[src/rtl/cache_request_sequencer_if.sv]
// Request/cache/response bundle for cache_request_sequencer.
// The slave side is the sequencer; the master side is whoever issues
// requests and also plays the cache (drives cache_out).
interface cache_request_sequencer_if;
    logic        req_valid;
    logic        req_ready;
    logic        req_mode;
    logic [31:0] req_address;
    logic [31:0] req_data;
    logic [31:0] cache_address;
    logic [31:0] cache_data;
    logic        cache_mode;
    logic [31:0] cache_out;
    logic        resp_valid;
    logic [31:0] resp_data;
    logic [31:0] resp_address;
    logic        busy;

    modport slave (
        input  req_valid, req_mode, req_address, req_data, cache_out,
        output req_ready, cache_address, cache_data, cache_mode,
               resp_valid, resp_data, resp_address, busy
    );

    modport master (
        output req_valid, req_mode, req_address, req_data, cache_out,
        input  req_ready, cache_address, cache_data, cache_mode,
               resp_valid, resp_data, resp_address, busy
    );
endinterface

[src/rtl/cache_request_sequencer.sv]
// Buffers CPU requests in a small FIFO and presents each one to the
// unhandshaked cache inputs for HOLD_CYCLES cycles. Reads return the
// cache word as a one-cycle response when the hold window closes.
module cache_request_sequencer #(
    parameter int DEPTH       = 4,
    parameter int HOLD_CYCLES = 4
) (
    input  logic                     clk,
    input  logic                     rst,
    cache_request_sequencer_if.slave bus
);
    localparam int PW = (DEPTH > 1) ? $clog2(DEPTH) : 1;
    localparam int CW = $clog2(DEPTH + 1);
    localparam int HW = (HOLD_CYCLES > 1) ? $clog2(HOLD_CYCLES) : 1;
    localparam logic [CW-1:0] DEPTH_C   = CW'(DEPTH);
    localparam logic [HW-1:0] HOLD_LOAD = HW'(HOLD_CYCLES - 1);

    typedef struct packed {
        logic        mode;
        logic [31:0] addr;
        logic [31:0] data;
    } req_t;

    typedef enum logic {IDLE, HOLD} state_t;

    state_t              state_q, state_d;
    req_t [DEPTH-1:0]    mem_q, mem_d;
    logic [PW-1:0]       wr_ptr_q, wr_ptr_d;
    logic [PW-1:0]       rd_ptr_q, rd_ptr_d;
    logic [CW-1:0]       count_q, count_d;
    logic [HW-1:0]       hold_cnt_q, hold_cnt_d;
    logic [31:0]         cache_address_q, cache_address_d;
    logic [31:0]         cache_data_q, cache_data_d;
    logic                cache_mode_q, cache_mode_d;
    logic                resp_valid_q, resp_valid_d;
    logic [31:0]         resp_data_q, resp_data_d;
    logic [31:0]         resp_address_q, resp_address_d;
    logic                busy_q, busy_d;

    logic req_ready;
    logic push;
    logic pop;
    req_t head;

    // Ready comes only from registered occupancy, so a full FIFO ignores
    // req_valid even on an edge that pops. Pop uses pre-edge count, so a
    // freshly pushed entry can never bypass to the cache on the same edge.
    assign req_ready = (count_q < DEPTH_C);
    assign push      = bus.req_valid && req_ready;
    assign pop       = (state_q == IDLE) && (count_q != '0);
    assign head      = mem_q[rd_ptr_q];

    // FIFO storage and pointer/occupancy next-state
    always_comb begin
        mem_d    = mem_q;
        wr_ptr_d = wr_ptr_q;
        rd_ptr_d = rd_ptr_q;
        count_d  = count_q;
        if (push) begin
            mem_d[wr_ptr_q] = '{mode: bus.req_mode, addr: bus.req_address, data: bus.req_data};
            wr_ptr_d        = wr_ptr_q + PW'(1);
        end
        if (pop) begin
            rd_ptr_d = rd_ptr_q + PW'(1);
        end
        if (push && !pop) begin
            count_d = count_q + CW'(1);
        end else if (!push && pop) begin
            count_d = count_q - CW'(1);
        end
    end

    // Sequencer FSM: load a request, hold it, then drop mode and answer reads
    always_comb begin
        state_d         = state_q;
        hold_cnt_d      = hold_cnt_q;
        cache_address_d = cache_address_q;
        cache_data_d    = cache_data_q;
        cache_mode_d    = cache_mode_q;
        resp_valid_d    = 1'b0;
        resp_data_d     = resp_data_q;
        resp_address_d  = resp_address_q;
        case (state_q)
            IDLE: begin
                if (count_q != '0) begin
                    cache_address_d = head.addr;
                    cache_data_d    = head.data;
                    cache_mode_d    = head.mode;
                    hold_cnt_d      = HOLD_LOAD;
                    state_d         = HOLD;
                end
            end
            HOLD: begin
                if (hold_cnt_q != '0) begin
                    hold_cnt_d = hold_cnt_q - HW'(1);
                end else begin
                    state_d      = IDLE;
                    // Mode drops so the cache is never rewritten while idle.
                    cache_mode_d = 1'b0;
                    if (!cache_mode_q) begin
                        resp_valid_d   = 1'b1;
                        resp_data_d    = bus.cache_out;
                        resp_address_d = cache_address_q;
                    end
                end
            end
            default: state_d = IDLE;
        endcase
        busy_d = (state_d == HOLD) || (count_d != '0);
    end

    // Control and output registers, synchronous reset
    always_ff @(posedge clk) begin
        if (rst) begin
            state_q         <= IDLE;
            wr_ptr_q        <= '0;
            rd_ptr_q        <= '0;
            count_q         <= '0;
            hold_cnt_q      <= '0;
            cache_address_q <= '0;
            cache_data_q    <= '0;
            cache_mode_q    <= 1'b0;
            resp_valid_q    <= 1'b0;
            resp_data_q     <= '0;
            resp_address_q  <= '0;
            busy_q          <= 1'b0;
        end else begin
            state_q         <= state_d;
            wr_ptr_q        <= wr_ptr_d;
            rd_ptr_q        <= rd_ptr_d;
            count_q         <= count_d;
            hold_cnt_q      <= hold_cnt_d;
            cache_address_q <= cache_address_d;
            cache_data_q    <= cache_data_d;
            cache_mode_q    <= cache_mode_d;
            resp_valid_q    <= resp_valid_d;
            resp_data_q     <= resp_data_d;
            resp_address_q  <= resp_address_d;
            busy_q          <= busy_d;
        end
    end

    // Entry storage needs no reset: occupancy gates every read of it
    always_ff @(posedge clk) begin
        mem_q <= mem_d;
    end

    assign bus.req_ready     = req_ready;
    assign bus.cache_address = cache_address_q;
    assign bus.cache_data    = cache_data_q;
    assign bus.cache_mode    = cache_mode_q;
    assign bus.resp_valid    = resp_valid_q;
    assign bus.resp_data     = resp_data_q;
    assign bus.resp_address  = resp_address_q;
    assign bus.busy          = busy_q;
endmodule

[src/flat_wrapper.sv]
// flat-port wrapper written by rule: the top's interface ports become plain ports
module cache_request_sequencer_flat 
#(
    parameter int DEPTH       = 4,
    parameter int HOLD_CYCLES = 4
)
  (clk, rst, bus_req_valid, bus_req_mode, bus_req_address, bus_req_data, bus_cache_out, bus_req_ready, bus_cache_address, bus_cache_data, bus_cache_mode, bus_resp_valid, bus_resp_data, bus_resp_address, bus_busy);
  cache_request_sequencer_if bus_i ();
  input  logic clk;
  input  logic rst;
  input wire logic [$bits(bus_i.req_valid)-1:0] bus_req_valid;
  input wire logic [$bits(bus_i.req_mode)-1:0] bus_req_mode;
  input wire logic [$bits(bus_i.req_address)-1:0] bus_req_address;
  input wire logic [$bits(bus_i.req_data)-1:0] bus_req_data;
  input wire logic [$bits(bus_i.cache_out)-1:0] bus_cache_out;
  output wire logic [$bits(bus_i.req_ready)-1:0] bus_req_ready;
  output wire logic [$bits(bus_i.cache_address)-1:0] bus_cache_address;
  output wire logic [$bits(bus_i.cache_data)-1:0] bus_cache_data;
  output wire logic [$bits(bus_i.cache_mode)-1:0] bus_cache_mode;
  output wire logic [$bits(bus_i.resp_valid)-1:0] bus_resp_valid;
  output wire logic [$bits(bus_i.resp_data)-1:0] bus_resp_data;
  output wire logic [$bits(bus_i.resp_address)-1:0] bus_resp_address;
  output wire logic [$bits(bus_i.busy)-1:0] bus_busy;
  assign bus_i.req_valid = bus_req_valid;
  assign bus_i.req_mode = bus_req_mode;
  assign bus_i.req_address = bus_req_address;
  assign bus_i.req_data = bus_req_data;
  assign bus_i.cache_out = bus_cache_out;
  assign bus_req_ready = bus_i.req_ready;
  assign bus_cache_address = bus_i.cache_address;
  assign bus_cache_data = bus_i.cache_data;
  assign bus_cache_mode = bus_i.cache_mode;
  assign bus_resp_valid = bus_i.resp_valid;
  assign bus_resp_data = bus_i.resp_data;
  assign bus_resp_address = bus_i.resp_address;
  assign bus_busy = bus_i.busy;
  cache_request_sequencer #(.DEPTH(DEPTH), .HOLD_CYCLES(HOLD_CYCLES)) u_core (.clk(clk), .rst(rst), .bus(bus_i));
endmodule
[config.mk]
export PLATFORM = sky130hd
export DESIGN_NAME = cache_request_sequencer_flat
export DESIGN_NICKNAME = d
export VERILOG_FILES = /design/src/rtl/cache_request_sequencer_if.sv /design/src/rtl/cache_request_sequencer.sv /design/src/flat_wrapper.sv
export SDC_FILE = /design/constraint.sdc
export NUM_CORES = 1
export LEC_CHECK = 0
export CORE_UTILIZATION = 53
export CTS_CLUSTER_DIAMETER = 200
export DETAILED_ROUTE_END_ITERATION = 6
export GPL_ROUTABILITY_DRIVEN = 1
export PLACE_DENSITY = 0.79
export REMOVE_ABC_BUFFERS = 1
export SLEW_MARGIN = 20
export SYNTH_ARGS = -nofsm -noshare
export SYNTH_HDL_FRONTEND = slang
export SYNTH_SLANG_ARGS = --single-unit
[constraint.sdc]
create_clock -name clk -period 3.3 [get_ports clk]
set_input_delay 0.66 -clock clk [delete_from_list [all_inputs] [get_ports clk]]
set_output_delay 0.66 -clock clk [all_outputs]
set_load 0.02 [all_outputs]
# After elaboration in Yosys (flattened, before gate mapping)
# Index checks and enable logic that the tools add are counted.
# op_classes
eq_ne	3
add_sub_neg	5
bitwise	3
n_lt_le_gt_ge	4
n_reduce_logical	16
mux	17
# ops
op	n
bitwise mux 260 bit	1
binary-select mux 65 bit (select 2 bit)	1
demux 65 bit (select 2 bit)	1
2-to-1 mux 65 bit	2
less-than comparator 2 x 3 -> 1 bit, second input constant	2
2-to-1 mux 3 bit	2
!= test 2 bit, second input constant	3
AND reduction 2 bit	3
nonzero test 3 bit	2
logical AND 1 bit	5
2-to-1 mux 1 bit	5
adder 2 x 1 -> 2 bit, second input constant	2
2-to-1 mux 2 bit	2
one-hot mux 1 bit (2 select lines)	2
one-hot mux 2 bit (2 select lines)	1
adder 3 x 1 -> 3 bit, second input constant	1
less-than comparator 3 bit, second input constant	1
inverter 1 bit	3
AND reduction 3 bit	1
OR reduction 3 bit	1
subtractor 3 x 1 -> 3 bit, second input constant	1
greater-or-equal comparator 2 x 1 -> 1 bit, second input constant	1
zero test 1 bit	2
nonzero test 2 bit	1
2 further kinds	2
# word_totals
elab_cells	72
output_inout_bits	132
reg_bits	401

# Depth between registers and ports, before layout
# Gate-level depths: netlist (run 1).
# logic_depth
ltp_word	8
ltp_mapped	8
depth_no_buf	6

# Worst setup path before layout (run 1)
# No wires, ideal clock.
# synth_timing
path_type	in2reg
startpoint	input bus_req_valid
endpoint	register u_core.mem_q[0] in the netlist's numbering (enable)
path_stages	3
setup_time_ns	0.430
slack_ns	0.400
t_required_ns	2.870
arrival_ns	2.470
cell_sequence	nor2b_1 > buf_2 > and2_1
# synth_via
elab_chain_len	1
# synth_lines
element	line_no	text
start: declaration	flat_wrapper.sv:11	input wire logic [$bits(bus_i.req_valid)-1:0] bus_req_valid;
logical AND 1 bit	cache_request_sequencer.sv:49	assign push = bus.req_valid && req_ready;
end signal: assignment	cache_request_sequencer.sv:145	mem_q <= mem_d;
end: declaration	cache_request_sequencer.sv:27	req_t [DEPTH-1:0] mem_q, mem_d;
# No other way between the ends.
# A chain may end at the register's enable or synchronous reset.

# Worst setup path after layout (run 1)
# layout_timing
startpoint	input bus_req_valid
endpoint	register u_core.mem_q[74] in the netlist's numbering (enable)
# The elaborated chain is that of the path after synthesis.

==> metrics.yaml, run 1 <==
status:
  status: "finished, final reports clean"
die:
  die_h_um: 167
  io_pins: 232
  rows: 60
  start_util_pct: 53.9
  die_area_um2: 28000
  die_w_um: 167
  core_um2: 26900
grt:
  grt_pass1_vias: 8832
  grt_use_total_pct: 22.5
  grt_first_pass_wirelength_mm: 48.4
  antenna_found_initial: 1
  grt_max_degree: 67
  grt-ovfl-total: 0
synth:
  synth_flop_cell: "edfxtp_1"
  ys_warn_count: 0
  ys_types: 36
  synthArstFlopShare_pct: 0
  synth_seq_cells: 401
  syn_area_um2: 14500
  syn_inst: 982
  ys_seq_area_share_pct: 73.4
  synth_edf_count: 260
  syn_area_per_cell_um2: 14.7
place:
  dp_slack_ns: 0.407
  port_buffers: 231
  placed_cells: 1516
  dp_hpwl_mm: 19.2
  routabilityCongestion: 0.773
routing:
  route.vias.total: 8622
  wl_per_cell_um: 19.4
  vias_per_cell: 5.43
  first_pass_iters: 4
  drtIter0Drc: 577
  ant_nets: 0
  drc_errors: 0
  postRouteWirelength_mm: 30.9
cells_and_area:
  finish.utilization_pct: 68.7
  final_common_cell: "nand2_1"
  finalNonFillerCells: 1588
  final_cell_mix: "nand2_1 (262), edfxtp_1 (260), clkdlybuf4s50_1 (230)"
  layout-drive-gt1-share_pct: 12.3
  layout.nets: 1324
  area_delta_synth_final_pct: 27.5
sta:
  fmax_ghz: 0.419
  setup_viol: 0
  slew_violations: 0
  hold_ws_ns: 0.453
  fin_ws_ns: 0.914
  rsz0062_at_grt: "false"
  tightestPinTransition_ns: 1.02
  min_period_ns: 2.39
  post-route-period-util_pct: 72.3
  hold_violations: 0
  skew_ns: 0.0145
  maxSlewHeadroom_pct: 32.2
setup_path:
  crit_arrival_ns: 2.61
  r2r-start: "u_core.state_q"
  worstPathMaxFanout: 24
  crit_slowest_cell: "clkdlybuf4s50_1"
  required_ns: 3.52
  r2r_slack_ns: 1.02
  r2r-end: "u_core.bus.resp_address[12]"
  crit_start: "bus_req_valid"
  reg2regPathDepth: 5
  crit_type: "in -> reg"
  start_kind: "input pin"
  critPathMaxStageDelay_ns: 0.62
  path_cells: "clkdlybuf4s50_1 -> nor2b_1 -> and2_4 -> buf_4"
  critPathCapture: "u_core.mem_q[74]"
  worst_setup_path_end_kind: "flop"
power:
  p_seq_share_pct: 44.0
  power_frac_clock_pct: 28.3
  ir_worst_vdd_mv: 0.720
  power_switching_mw: 4.69
  p_sw_share_pct: 30.5
  intPower_mw: 10.7
  p_leak_nw: 6.08
  powerDensity_nw_per_um2: 833
  p_comb_share_pct: 27.7
clock_tree:
  cts.hold.buffers_added: 0
  numCtsBuffers: 39
  clock_sinks: 401
  cts_resized: 0
  clk_latency_ns: 0.52
  cts_buffer_depth: 3
  htreeDepth: 2
  clkTransAtPathRegs_ns: 0.06
  post_cts.repair.setup_buffers: 0
  cts-root-buf: "clkbuf_16"
  cts_tree: "built"
run:
  maxCapViolCount: 0
hold_path:
  hold_class: "reg -> reg"
## worst max-delay path, delay by kind of cell
family	cells	cell delay [ns]
simple gates	2	1.03
buf+inv	2	0.91
## flip-flops by register name (all words and copies together), names as in the netlist, 2 cells and up
signal	flops
u_core.bus.cache_data	32
u_core.bus.resp_data	32
u_core.bus.resp_address	32
u_core.count_q	3
u_core.mem_q	260
u_core.bus.cache_address	32
u_core.rd_ptr_q	2
u_core.wr_ptr_q	2
u_core.hold_cnt_q	2
## cell usage after synthesis (2+ instances only)
| cell type | n | area share, % |
|---|---|---|
| nand2_1 | 262 | 6.8 |
| edfxtp_1 | 260 | 54 |
| dfxtp_1 | 141 | 19 |
| a21oi_1 | 131 | 4.5 |
| mux4_2 | 65 | 10 |
| buf_2 | 28 | 0.97 |
| clkbuf_1 | 21 | 0.54 |
| nor2_1 | 11 | 0.29 |
| ha_1 | 8 | 0.69 |
| inv_1 | 6 | 0.16 |
| buf_6 | 5 | 0.39 |
| and2_1 | 4 | 0.17 |
| buf_4 | 4 | 0.21 |
| nor2b_1 | 4 | 0.17 |
| xnor2_1 | 3 | 0.18 |
| a211oi_1 | 2 | 0.10 |
| a221oi_1 | 2 | 0.12 |
| buf_1 | 2 | 0.052 |
| nand2b_1 | 2 | 0.086 |
| nand3_1 | 2 | 0.069 |
| nor3_1 | 2 | 0.069 |
| o21ai_0 | 2 | 0.069 |
| o21ai_1 | 2 | 0.069 |
## how the worst min path moves through the flow
stage	slack [ns]	depth (start not counted)	endpoint	start
detailed placement	0.45	2	u_core.bus.resp_data[8]	u_core.bus.resp_data[8]
global route	0.46	2	u_core.bus.resp_data[20]	u_core.bus.resp_data[20]
global placement	0.44	2	u_core.bus.resp_data[24]	u_core.bus.resp_data[24]
CTS	0.45	2	u_core.bus.resp_data[8]	u_core.bus.resp_data[8]
finish	0.45	2	u_core.bus.resp_data[29]	u_core.bus.resp_data[29]
floorplan	0.43	1	u_core.hold_cnt_q[0]	u_core.hold_cnt_q[0]
## power groups by stage
| stage | clock network (mW) | logic, mW | registers [mW] |
|---|---|---|---|
| 3_5_place_dp | 0 | 4.29 | 6.87 |
| 2_1_floorplan | 0 | 1.93 | 7.31 |
| 3_3_place_gp | 0 | 4.22 | 6.82 |
| 4_1_cts | 4.42 | 4.32 | 6.79 |
| 5_1_grt | 4.62 | 4.63 | 6.88 |
| 6_report | 4.35 | 4.26 | 6.77 |
## logic make-up after synthesis
family                     synth area share (%)
DFF                                        73.4
and+or+nand+nor                            7.85
AOI/OAI and AO/OA                          5.29
buffers and inverters                      2.34
muxes                                      10.1
adders and majority gates                 0.760
xor gates and xnor gates                  0.242
## final cells by class
type                            count  area (um^2)
Clock buffer                       53         1070
Antenna cell                        1         2.50
Sequential cell                   401        10600
Clock inverter                     18          185
Multi-Input combinational cell    514         3540
Tap cell                          341          427
Inverter                            7         26.3
Fill cell                        1861         8410
Timing Repair Buffer              253         2570
## stage by stage
step	TNS [ns]	total power, mW	instance area (um^2)
after detailed placement	0	11.2	17200
after global routing	0	16.1	18500
after CTS	0	15.5	18500
final	0	15.4	18500
after floorplan	-27.87	9.24	14200
after global placement	0	11.0	17200
## routing by layer
layer	wire, um	global-route usage [%]	vias up
li1	-	-	4029
met1	12200	27.6	4220
met4	838	7.46	0
met5	0	0	-
met2	15700	39.4	316
met3	2200	4.99	57
No activity file was read; power rests on OpenSTA's default activity.
==> run 2: changes to the inputs <==
==> constraint.sdc (replaced) <==
create_clock -name clk -period 2.2 [get_ports clk]
set_input_delay 0.44 -clock clk [delete_from_list [all_inputs] [get_ports clk]]
set_output_delay 0.44 -clock clk [all_outputs]
set_load 0.02 [all_outputs]
==> metrics.yaml, run 2 (synthesis results as in run 1) <==
sta:
  min_period_ns: 2.08
  skew_ns: 0.0169  # +0.00241 ns
  tightestPinTransition_ns: 0.438  # -0.579 ns
  fmax_ghz: 0.481
  slew_violations: 0  # unchanged
  post-route-period-util_pct: 94.4
  hold_violations: 0  # unchanged
  maxSlewHeadroom_pct: 70.8  # +39 points
  rsz0062_at_grt: "false"
  setup_viol: 0  # unchanged
clock_tree:
  htreeDepth: 2  # unchanged
  post_cts.repair.setup_buffers: 0  # unchanged
  cts_resized: 0  # unchanged
  clkTransAtPathRegs_ns: 0.06  # about the same
  cts-root-buf: "clkbuf_16"
  cts_tree: "built"
  clk_latency_ns: 0.52  # about the same
  numCtsBuffers: 39  # unchanged
  cts.hold.buffers_added: 0  # unchanged
  cts_buffer_depth: 3  # unchanged
  clock_sinks: 401  # unchanged
setup_path:
  crit_start: "u_core.count_q[2]"
  crit_type: "reg -> out"
  worst_setup_path_end_kind: "primary output"
  reg2regPathDepth: 6  # +1
  crit_arrival_ns: 1.64  # -0.97 ns
  path_buf_inv: 2  # unchanged
  critPathMaxStageDelay_ns: 0.61  # about the same
  required_ns: 1.76  # -1.76 ns
  worstPathMaxFanout: 7  # -71%
  crit_slowest_cell: "clkdlybuf4s50_1"
  start_kind: "flop"
  critical_path_depth: 2  # -2
  crit_family: "buffers and inverters"
  path_cells: "inv_2 -> clkdlybuf4s50_1"
  r2r-start: "u_core.count_q[1]"
place:
  placed_cells: 1524  # +0.53%
  port_buffers: 231  # unchanged
  routabilityCongestion: 0.782  # +1.2%
  dp_hpwl_mm: 19.7  # +2.3%
die:
  die_h_um: 167  # unchanged
  die_area_um2: 28000  # unchanged
  start_util_pct: 53.9  # unchanged
  die_w_um: 167  # unchanged
  rows: 60  # unchanged
  core_um2: 26900  # unchanged
  io_pins: 232  # unchanged
hold_path:
  hold_start: "rst"
  hold_depth: 2  # unchanged
  hold_class: "in -> reg"
grt:
  antenna_found_initial: 1  # unchanged
  grt_max_degree: 63  # -6.0%
  grt_first_pass_wirelength_mm: 48.3  # -0.21%
  grt-ovfl-total: 0  # unchanged
  grt_use_total_pct: 22.7  # +0.22 points
  grt_pass1_vias: 8671  # -1.8%
cells_and_area:
  largest-register: "u_core.mem_q"
  layout.nets: 1332  # +0.60%
  final_common_cell: "nand2_1"
  final_cell_mix: "nand2_1 (262), edfxtp_1 (260), clkdlybuf4s50_1 (230)"
  layout-drive-gt1-share_pct: 12.8  # +0.50 points
  largest_reg_flops: 260  # unchanged
  finish.utilization_pct: 69.3  # +0.61 points
  area_delta_synth_final_pct: 28.7
  finalNonFillerCells: 1594  # +0.38%
routing:
  ant_nets: 0  # unchanged
  drc_errors: 0  # unchanged
  first_pass_iters: 6  # +2
  wl_per_cell_um: 19.7  # +1.5%
  drtIter0Drc: 718  # +24%
  vias_per_cell: 5.43  # about the same
  route.vias.total: 8660  # +0.44%
  postRouteWirelength_mm: 31.4  # +1.9%
power:
  ir_worst_vdd_mv: 0.997  # +39%
  total_power_mw: 23.3  # +51%
  powerDensity_nw_per_um2: 1250  # +50%
  p_leak_nw: 6.14  # +1.0%
status:
  status: "finished, final reports clean"
run:
  maxCapViolCount: 0  # unchanged
-- run 2: cell types whose count changed in the layout (fill, tap and decap cells not counted), sizes merged --
cell,before,now
buf,23,31
clkbuf,53,54
clkinv,13,9
inv,7,8
-- run 2: worst paths after layout --
kind                            slack (ns)                           to
worst min register to register        0.45  u_core.bus.resp_address[30]
worst max-delay path                  0.12                bus_req_ready
worst max register to register        0.24              u_core.bus.busy
worst min-delay path                  0.36        u_core.bus.resp_valid
-- run 2: where the power goes --
part	internal, mW	switching [mW]	leakage (nW)	total [mW]
logic	3.07	3.87	2.01	6.94
registers	9.27	0.610	3.54	9.88
clock network	3.84	2.62	0.601	6.46
total	16.2	7.10	6.14	23.3
-- run 2: cell type report --
class	count	area (um^2)
diodes	1	2.50
repair buffers	261	2760
inverters	7	26.3
fillers	1755	8250
well taps	341	427
clock buffers	54	1060
clock inverters	15	173
flip-flops and latches	401	10600
multi-input cells	514	3540
-- run 2: layer usage --
metal / routed length, um / vias to the layer above / track usage [%]
li1: - / 4048 / -
met1: 12700 / 4220 / 29.3
met2: 15900 / 348 / 38.8
met3: 2200 / 44 / 4.80
met4: 639 / 0 / 6.62
met5: 0 / - / 0
-- run 2: per-stage QoR --
stage	setup TNS [ns]	cell area [um^2]	setup slack (ns)	hold WS, ns
floorplan	-253.62	14200	-1.56	0.432
global placement	0	17400	0.173	0.441
detailed placement	0	17400	0.152	0.446
CTS	0	18600	0.104	0.340
global route	0	18600	0.0636	0.362
finish	0	18600	0.123	0.356
